`src/rtl/fetch_queue_pkg.sv`:
```
// rtl/fetch_queue_pkg.sv - shared types and constants for the instruction fetch queue
package fetch_queue_pkg;

  localparam int INSN_W = 32;
  localparam int FETCH_W = 64;
  localparam logic [63:0] PC_INC_ONE = 64'd4;
  localparam logic [63:0] PC_INC_TWO = 64'd8;

  typedef enum logic [1:0] {
    ST_IDLE,
    ST_WAIT,
    ST_DROP
  } fq_state_e;

  typedef struct packed {
    logic [63:0]       pc;
    logic [INSN_W-1:0] insn;
  } fq_entry_t;

endpackage

```
`src/rtl/fetch_queue_if.sv`:
```
// rtl/fetch_queue_if.sv - memory-side and issue-side signals of the fetch queue
interface fetch_queue_if
  import fetch_queue_pkg::*;
#(
  parameter int DEPTH   = 16,
  parameter int ISSUE_W = 2
);

  logic                        flush;
  logic [63:0]                 redirect_pc;
  logic                        fetch_req;
  logic [60:0]                 fetch_addr;
  logic                        fetch_valid;
  logic [FETCH_W-1:0]          fetch_data;
  logic [ISSUE_W-1:0]          out_valid;
  logic [INSN_W*ISSUE_W-1:0]   out_insn;
  logic [64*ISSUE_W-1:0]       out_pc;
  logic [1:0]                  deq_count;
  logic [$clog2(DEPTH):0]      count;

  modport master (
    input  flush, redirect_pc, fetch_valid, fetch_data, deq_count,
    output fetch_req, fetch_addr, out_valid, out_insn, out_pc, count
  );

  modport slave (
    output flush, redirect_pc, fetch_valid, fetch_data, deq_count,
    input  fetch_req, fetch_addr, out_valid, out_insn, out_pc, count
  );

endinterface

```
`src/rtl/fq_ram.sv`:
```
// rtl/fq_ram.sv - queue entry storage, two write ports and ISSUE_W asynchronous read ports
module fq_ram
  import fetch_queue_pkg::*;
#(
  parameter int DEPTH   = 16,
  parameter int ISSUE_W = 2,
  localparam int PTR_W  = $clog2(DEPTH)
) (
  input  logic                             clk_i,
  input  logic                             we0_i,
  input  logic [PTR_W-1:0]                 waddr0_i,
  input  fq_entry_t                        wdata0_i,
  input  logic                             we1_i,
  input  logic [PTR_W-1:0]                 waddr1_i,
  input  fq_entry_t                        wdata1_i,
  input  logic [ISSUE_W-1:0][PTR_W-1:0]    raddr_i,
  output fq_entry_t [ISSUE_W-1:0]          rdata_o
);

  fq_entry_t mem_q [DEPTH];

  // Contents need no reset: occupancy alone decides which entries are valid.
  always_ff @(posedge clk_i) begin
    if (we0_i) mem_q[waddr0_i] <= wdata0_i;
    if (we1_i) mem_q[waddr1_i] <= wdata1_i;
  end

  for (genvar i = 0; i < ISSUE_W; i++) begin : g_rd
    assign rdata_o[i] = mem_q[raddr_i[i]];
  end

endmodule

```
`src/rtl/fetch_queue.sv`:
```
// rtl/fetch_queue.sv - instruction fetch queue: one outstanding doubleword fetch, circular buffer, flush/redirect
module fetch_queue
  import fetch_queue_pkg::*;
#(
  parameter int          DEPTH    = 16,
  parameter int          ISSUE_W  = 2,
  parameter logic [63:0] RESET_PC = 64'h0
) (
  input logic           clk,
  input logic           rst_n,
  fetch_queue_if.master fq
);

  localparam int PTR_W = $clog2(DEPTH);
  localparam int CNT_W = PTR_W + 1;

  fq_state_e        state_q;
  logic             fetch_req_q;
  logic [PTR_W-1:0] head_q, head_d;
  logic [PTR_W-1:0] tail_q, tail_d;
  logic [CNT_W-1:0] count_q, count_d;
  logic [63:0]      pc_q, pc_d;

  logic [CNT_W-1:0] avail;
  logic [CNT_W-1:0] deq_req;
  logic [CNT_W-1:0] pop;
  logic [1:0]       push;
  logic             resp;
  logic             odd;
  logic             has_room;
  fq_entry_t        wdata0;
  fq_entry_t        wdata1;

  logic [ISSUE_W-1:0][PTR_W-1:0] raddr;
  fq_entry_t [ISSUE_W-1:0]       rdata;

  // Memory numbers bits MSB-first: data[0:31] is fetch_data[63:32], pc[61] is pc_q[2].
  always_comb begin
    avail       = (count_q < CNT_W'(ISSUE_W)) ? count_q : CNT_W'(ISSUE_W);
    deq_req     = CNT_W'(fq.deq_count);
    pop         = (deq_req > avail) ? avail : deq_req;
    resp        = (state_q == ST_WAIT) && fq.fetch_valid && !fq.flush;
    odd         = pc_q[2];
    push        = resp ? (odd ? 2'd1 : 2'd2) : 2'd0;
    has_room    = count_q <= CNT_W'(DEPTH - 2);

    wdata0.pc   = pc_q;
    wdata0.insn = odd ? fq.fetch_data[INSN_W-1:0] : fq.fetch_data[FETCH_W-1:INSN_W];
    wdata1.pc   = pc_q + PC_INC_ONE;
    wdata1.insn = fq.fetch_data[INSN_W-1:0];

    count_d = count_q + CNT_W'(push) - pop;
    head_d  = head_q + pop[PTR_W-1:0];
    tail_d  = tail_q + PTR_W'(push);
    pc_d    = resp ? (pc_q + (odd ? PC_INC_ONE : PC_INC_TWO)) : pc_q;
    if (fq.flush) begin
      count_d = '0;
      head_d  = tail_q;
      tail_d  = tail_q;
      pc_d    = fq.redirect_pc;
    end
  end

  always_ff @(posedge clk or negedge rst_n) begin
    if (!rst_n) begin
      state_q     <= ST_IDLE;
      fetch_req_q <= 1'b0;
      head_q      <= '0;
      tail_q      <= '0;
      count_q     <= '0;
      pc_q        <= RESET_PC;
    end else begin
      head_q      <= head_d;
      tail_q      <= tail_d;
      count_q     <= count_d;
      pc_q        <= pc_d;
      fetch_req_q <= 1'b0;
      case (state_q)
        ST_IDLE: begin
          if (!fq.flush && has_room) begin
            fetch_req_q <= 1'b1;
            state_q     <= ST_WAIT;
          end
        end
        // A response coinciding with a flush is already the outstanding one, so skip DROP.
        ST_WAIT: begin
          if (fq.fetch_valid)  state_q <= ST_IDLE;
          else if (fq.flush)   state_q <= ST_DROP;
        end
        ST_DROP: begin
          if (fq.fetch_valid)  state_q <= ST_IDLE;
        end
        default: state_q <= ST_IDLE;
      endcase
    end
  end

  fq_ram #(
    .DEPTH   (DEPTH),
    .ISSUE_W (ISSUE_W)
  ) u_ram (
    .clk_i    (clk),
    .we0_i    (resp),
    .waddr0_i (tail_q),
    .wdata0_i (wdata0),
    .we1_i    (resp && !odd),
    .waddr1_i (tail_q + PTR_W'(1)),
    .wdata1_i (wdata1),
    .raddr_i  (raddr),
    .rdata_o  (rdata)
  );

  for (genvar i = 0; i < ISSUE_W; i++) begin : g_slot
    assign raddr[i]                         = head_q + PTR_W'(i);
    assign fq.out_valid[i]                  = count_q > CNT_W'(i);
    assign fq.out_insn[i*INSN_W +: INSN_W]  = rdata[i].insn;
    assign fq.out_pc[i*64 +: 64]            = rdata[i].pc;
  end

  assign fq.fetch_req  = fetch_req_q;
  assign fq.fetch_addr = pc_q[63:3];
  assign fq.count      = count_q;

endmodule

```
`src/flat_wrapper.sv`:
```
// flat-port wrapper written by rule: the top's interface ports become plain ports
module fetch_queue_flat import fetch_queue_pkg::*;
#(
  parameter int          DEPTH    = 16,
  parameter int          ISSUE_W  = 2,
  parameter logic [63:0] RESET_PC = 64'h0
)
  (clk, rst_n, fq_flush, fq_redirect_pc, fq_fetch_valid, fq_fetch_data, fq_deq_count, fq_fetch_req, fq_fetch_addr, fq_out_valid, fq_out_insn, fq_out_pc, fq_count);
  fetch_queue_if #(.DEPTH(DEPTH), .ISSUE_W(ISSUE_W)) fq_i ();
  input logic clk;
  input logic rst_n;
  input wire logic [$bits(fq_i.flush)-1:0] fq_flush;
  input wire logic [$bits(fq_i.redirect_pc)-1:0] fq_redirect_pc;
  input wire logic [$bits(fq_i.fetch_valid)-1:0] fq_fetch_valid;
  input wire logic [$bits(fq_i.fetch_data)-1:0] fq_fetch_data;
  input wire logic [$bits(fq_i.deq_count)-1:0] fq_deq_count;
  output wire logic [$bits(fq_i.fetch_req)-1:0] fq_fetch_req;
  output wire logic [$bits(fq_i.fetch_addr)-1:0] fq_fetch_addr;
  output wire logic [$bits(fq_i.out_valid)-1:0] fq_out_valid;
  output wire logic [$bits(fq_i.out_insn)-1:0] fq_out_insn;
  output wire logic [$bits(fq_i.out_pc)-1:0] fq_out_pc;
  output wire logic [$bits(fq_i.count)-1:0] fq_count;
  assign fq_i.flush = fq_flush;
  assign fq_i.redirect_pc = fq_redirect_pc;
  assign fq_i.fetch_valid = fq_fetch_valid;
  assign fq_i.fetch_data = fq_fetch_data;
  assign fq_i.deq_count = fq_deq_count;
  assign fq_fetch_req = fq_i.fetch_req;
  assign fq_fetch_addr = fq_i.fetch_addr;
  assign fq_out_valid = fq_i.out_valid;
  assign fq_out_insn = fq_i.out_insn;
  assign fq_out_pc = fq_i.out_pc;
  assign fq_count = fq_i.count;
  fetch_queue #(.DEPTH(DEPTH), .ISSUE_W(ISSUE_W), .RESET_PC(RESET_PC)) u_core (.clk(clk), .rst_n(rst_n), .fq(fq_i));
endmodule
```
`config.mk`:
```
export PLATFORM = sky130hd
export DESIGN_NAME = fetch_queue_flat
export DESIGN_NICKNAME = d
export VERILOG_FILES = /design/src/rtl/fetch_queue_pkg.sv /design/src/rtl/fetch_queue_if.sv /design/src/rtl/fq_ram.sv /design/src/rtl/fetch_queue.sv /design/src/flat_wrapper.sv
export SDC_FILE = /design/constraint.sdc
export NUM_CORES = 2
export LEC_CHECK = 0
export CAP_MARGIN = 20
export CORE_ASPECT_RATIO = 0.8
export CORE_MARGIN = 2
export CORE_UTILIZATION = 56
export CTS_BUF_LIST = sky130_fd_sc_hd__clkbuf_4 sky130_fd_sc_hd__clkbuf_8 sky130_fd_sc_hd__clkbuf_16
export DETAILED_ROUTE_END_ITERATION = 8
export MAX_ROUTING_LAYER = met4
export PLACE_DENSITY = 0.77
export SYNTH_ARGS = -nofsm -noshare
export SYNTH_HDL_FRONTEND = slang
export SYNTH_HIERARCHICAL = 1
export SYNTH_SLANG_ARGS = --single-unit
```
`constraint.sdc`:
```
create_clock -name clk -period 9.1 [get_ports clk]
set_input_delay 0.91 -clock clk [delete_from_list [all_inputs] [get_ports clk]]
set_output_delay 0.91 -clock clk [all_outputs]
set_load 0.01 [all_outputs]
```
Word level (Yosys, flattened, before mapping)
Memories as Yosys holds them, arrays and structs flattened.
Index checks and enable logic that the tools add are counted.
W data, S select, Z words.
Cells by class
  muxes and demuxes: 21
  equality and inequality tests: 5
  reduce and logical (&&, ||, !) cells: 9
  $lt $le $gt $ge: 5
  add/sub/neg operators: 8
Operators with widths (count)
  $mux W64: 2
  $add A64 B3 Y64 const B: 1
  $add A64 B64 Y64: 1
  $mux W32: 1
  $mux W5: 3
  $mux W2: 6
  $gt A5 B1 Y1 const B: 2
  $add A4 B1 Y4 const B: 2
  $mux W4: 2
  $mux W1: 6
  $pmux W2 S3: 1
  $add A5 B2 Y5: 1
  $gt A2 B5 Y1: 1
  $le A5 B4 Y1 const B: 1
  $lt A5 B2 Y1 const B: 1
  $sub A5 B5 Y5: 1
  $add A4 B2 Y4: 1
  $add A4 B4 Y4: 1
  $logic_and A1 B1 Y1: 4
  $ne A3 B3 Y1 const B: 1
  $reduce_and A3 Y1: 1
  $eq A2 B1 Y1 const B: 1
  $eq A2 B2 Y1 const B: 1
  $logic_not A1 Y1: 2
  4 further kinds: 4
Word-level totals
  RAM bits: 1536
  output and inout bits: 261
  register bits: 80
  input port bits: 134
  memories kept: 1
  word-level logic and storage cells: 55
Memory list
  u_core.u_ram.mem_q: words 16, bits a word 96, rd ports 2, clocked after Yosys merged registers in 0, wr ports 2, line fq_ram.sv:20  | fq_entry_t mem_q [DEPTH];

Depth between registers and ports, before layout
  word-level depth: 7
  gate-level depth with buffers: 19

Hierarchy
Netlist, hierarchy kept.
By module, submodules not included
  fq_ram: instances 1, cells each 5090, seq. area each 46124.2 um2, area an instance 87582.7 um2
  fetch_queue: instances 1, cells each 891, seq. area each 2001.9 um2, area an instance 7211.9 um2

Least setup slack after synthesis
No wires, ideal clock.
  kind: in2reg
  from: in fq_flush
  to: mem u_core/u_ram/mem_q[1][0] (netlist bit), enable pin
  data required time: 8.417 ns
  setup time: 0.683 ns
  stages: 6
  setup slack: -0.600 ns
  arrival: 9.017 ns
  path through: clkbuf_1 buf_1 buf_1 nor2_1 or3b_2 o21ai_0
RTL lines
  from (decl): line flat_wrapper.sv:12  | input wire logic [$bits(fq_i.flush)-1:0] fq_flush;
  to (decl): line fq_ram.sv:20

Worst setup path in the final report
  from: reg u_core.head_q[1]
  to: out fq_out_pc[35]
Between the ends
  longest elaborated chain between the ends: 1
Ends and longest elaborated chain
  from (decl): line fetch_queue.sv:19  | logic [PTR_W-1:0] head_q, head_d;
  from (signal assigned): line fetch_queue.sv:68  | head_q <= '0;
  from (signal assigned): line fetch_queue.sv:73  | head_q <= head_d;
  $mem_v2 Z16 W96
  to (decl): line flat_wrapper.sv:21  | output wire logic [$bits(fq_i.out_pc)-1:0] fq_out_pc;
No other way between the ends.

==> results.toml <==
[logic_synthesis]
syn_inst = 5981
syn_nets = 6139
yosys.area.top_type = "edfxtp_1"
synth_area_leaders = "edfxtp_1, mux4_2, mux2_2"
async_reset_ff_share_pct = 4.95
synth_top_family_by_area = "multiplexers"
synth-compound-area-share_pct = 3.76
yosys.area_share.simple_pct = 3.12
synth_top_area_share_pct = 48.7
seq_area_frac_synth_pct = 50.8
yosysUniqueCellTypes = 66
synth_xor_area_share_pct = 1.04
yosys.area_share.adder_pct = 0.348
synth_edf_count = 1536
syn_avg_cell_area_sq_um = 15.8
synth_ff_type = "edfxtp_1"
synth_warnings = 6
ys_seq_elements = 1616
synth_area_sq_um = 94800
muxShareOfSynthArea_pct = 37.2

[placed_design]
dp_cells = 8059
place_hpwl_um = 171000
numPortBuffers = 394
routabilityCongestion = 0.960

[sta]
drv_slew = 0
fin_crit_ns = 6.46
skew_ns = 0.0372
fin_crit_sh_pct = 71.0
rsz0062_at_grt = "no"
finalHoldViolCount = 0
maxSlewHeadroom_pct = 15.9
worst_pin_slew_ns = 1.26
max_freq_mhz = 155
setup_violations = 0
timing.setup.tns_ns = 0

[cells_and_area]
final_cell_mix = "edfxtp_1, mux2_2, mux4_2, clkdlybuf4s50_1, a22oi_1"
instances_no_fill = 8400
fin_nets = 6156
syn_to_final_growth_pct = 11.3
final_common_cell = "edfxtp_1"
layout-drive-gt1-share_pct = 47.0

[route]
route.detailed.drc = 0
routed_via_density = 7.38
wirelength_um = 306000
drtIter0Drc = 9366
dr_total_vias = 62000
post_drt_wl_per_cell_um = 36.5
dr.pass1.iters = 6
ant_nets = 0

[global_route]
grt_usage_pct = 36.2
grt_pass1_vias = 62200
grt_max_degree = 151
grt-ovfl-total = 0
antenna_found_initial = 10
grt_pass1_wl_um = 438000

[critical_path]
cp_data_required_time_ns = 8.19
path_class = "flip-flop to output pin"
cp_max_fo = 70
endpoint_kind = "output pin"
worstPathArrival_ns = 5.55
cp-start-kind = "flip-flop"

[clock_network]
htree_num_levels = 4
clkLatencyLatePin_ns = 0.83
cts_tree = "built"
numCtsBuffers = 165
postCtsHoldBufs = 0
cts_buffer_depth = 3
post_cts_buffers = 0
clock-sinks = 1616
cts_resized = 0
cts-root-buf = "clkbuf_16"
cts.clk_slew.worst_paths_ns = 0.06

[power_and_ir_drop]
leakagePower_nw = 34.4
p_per_area_nw_per_um2 = 270
ir_drop_mv = 0.463
power_mw = 28.5

[floorplan]
die_x_um = 464
die-area_sq_um = 173000
start_util_pct = 56.2
rows = 135
die_y_um = 372
ioPinCount = 395
design.core.area_sq_um = 169000

[run_status]
outcome = "finished clean"

[min_path]
hold_class = "input port to async pin"

[run]
drv_cap = 0
==> synth_stat cells, drive strengths merged (6+ instances only) <==
cell and instances:
mux2 1570, edfxtp 1536, mux4 768, clkbuf 403, a22oi 385, buf 344, nand2 296, dfrtp 80
nor2 68, o21ai 63, nand4 59, xnor2 57, xor2 56, nand3 40, nor3 30, inv 25
ha 20, nor4 20, nor2b 18, or3 15, and3 13, and4 11, a21oi 10, a31oi 10
or4 10, nand2b 9, o22ai 9, nand3b 6
==> layer usage <==
layer	global-route usage [%]	vias up	share of wire [%]	wire [um]
li1	-	24300	-	-
met1	47.4	31900	36	110000
met2	53.1	4781	45	139000
met3	8.33	980	13	39000
met4	19.0	0	5.9	18100
met5	-	-	0	0
==> where the power goes <==
part	switching (mW)	total [mW]	internal, mW
sequential	0.339	8.81	8.47
clock	2.99	6.76	3.78
combinational	6.94	12.9	6.00
total	10.3	28.5	18.2
==> critical path, cell delays in order, from the launching register on <==
cell and delay, ns:
dfrtp_4 1.15, buf_4 0.99, buf_4 1.01, mux4_2 0.42, a22oi_1 0.22, nand2_1 0.29, clkdlybuf4s50_1 0.57
==> final cells by class <==
class                   count  area, sq um
diodes                      8         20.0
clock buffers             229         4770
clock inverters            72          507
fillers                 12000        63300
inverters                  25          101
multi-input cells        3592        43500
flip-flops and latches   1616        48100
well taps                2260         2830
repair buffers            598         5650
==> metrics by stage <==
stage / setup WS, ns / hold WS, ns / instance area (sq um) / util [%]
final: 2.64 / 0.0343 / 105000 / 62.5
after global routing: 2.54 / 0.0449 / 105000 / 62.5
after CTS: 2.64 / 0.00157 / 105000 / 62.4
after floorplan: -0.600 / 0.458 / 94800 / -
after global placement: 3.38 / 0.482 / 99800 / 59.2
after detailed placement: 3.52 / 0.496 / 99900 / 59.2
==> cell families after synthesis <==
logic type	after synthesis
mux	2341
flops	1616
xor+xnor	113
buf+inv	773
other cells	2
fa+ha+maj	24
simple gates	612
compound gates	500
==> final timing paths <==
| check | start | endpoint | slack [ns] | cells after the start |
|---|---|---|---|---|
| min in group clk | u_core/state_q[1]$_DFFE_PN0P_ | u_core/state_q[0]$_DFFE_PN0P_ | 0.50 | 1 |
| hold reg to reg | u_core/state_q[1]$_DFFE_PN0P_ | u_core/state_q[0]$_DFFE_PN0P_ | 0.50 | 1 |
| hold / removal | rst_n | u_core/pc_q[46]$_DFFE_PN0N_ | 0.03 | 1 |
| setup reg to reg | u_core/pc_q[7]$_DFFE_PN0N_ | u_core/u_ram/mem_q[11][76]$_DFFE_PP_ | 3.75 | 7 |
| max in group asynchronous | rst_n | u_core/pc_q[2]$_DFFE_PN0N_ | 7.78 | 2 |
| setup / recovery | u_core/head_q[1]$_DFF_PN0_ | fq_out_pc[35] | 2.64 | 6 |
==> state kept, by name, summed over array words and instances, names as in the netlist <==
register and count:
u_core/fq.fetch_req 1, u_core/u_ram/mem_q 1536, u_core/fq.count 5, u_core/state_q 2
u_core/tail_q 4, u_core/head_q 4, u_core/pc_q 64
Note: power is estimated with default switching activity, not from simulation.
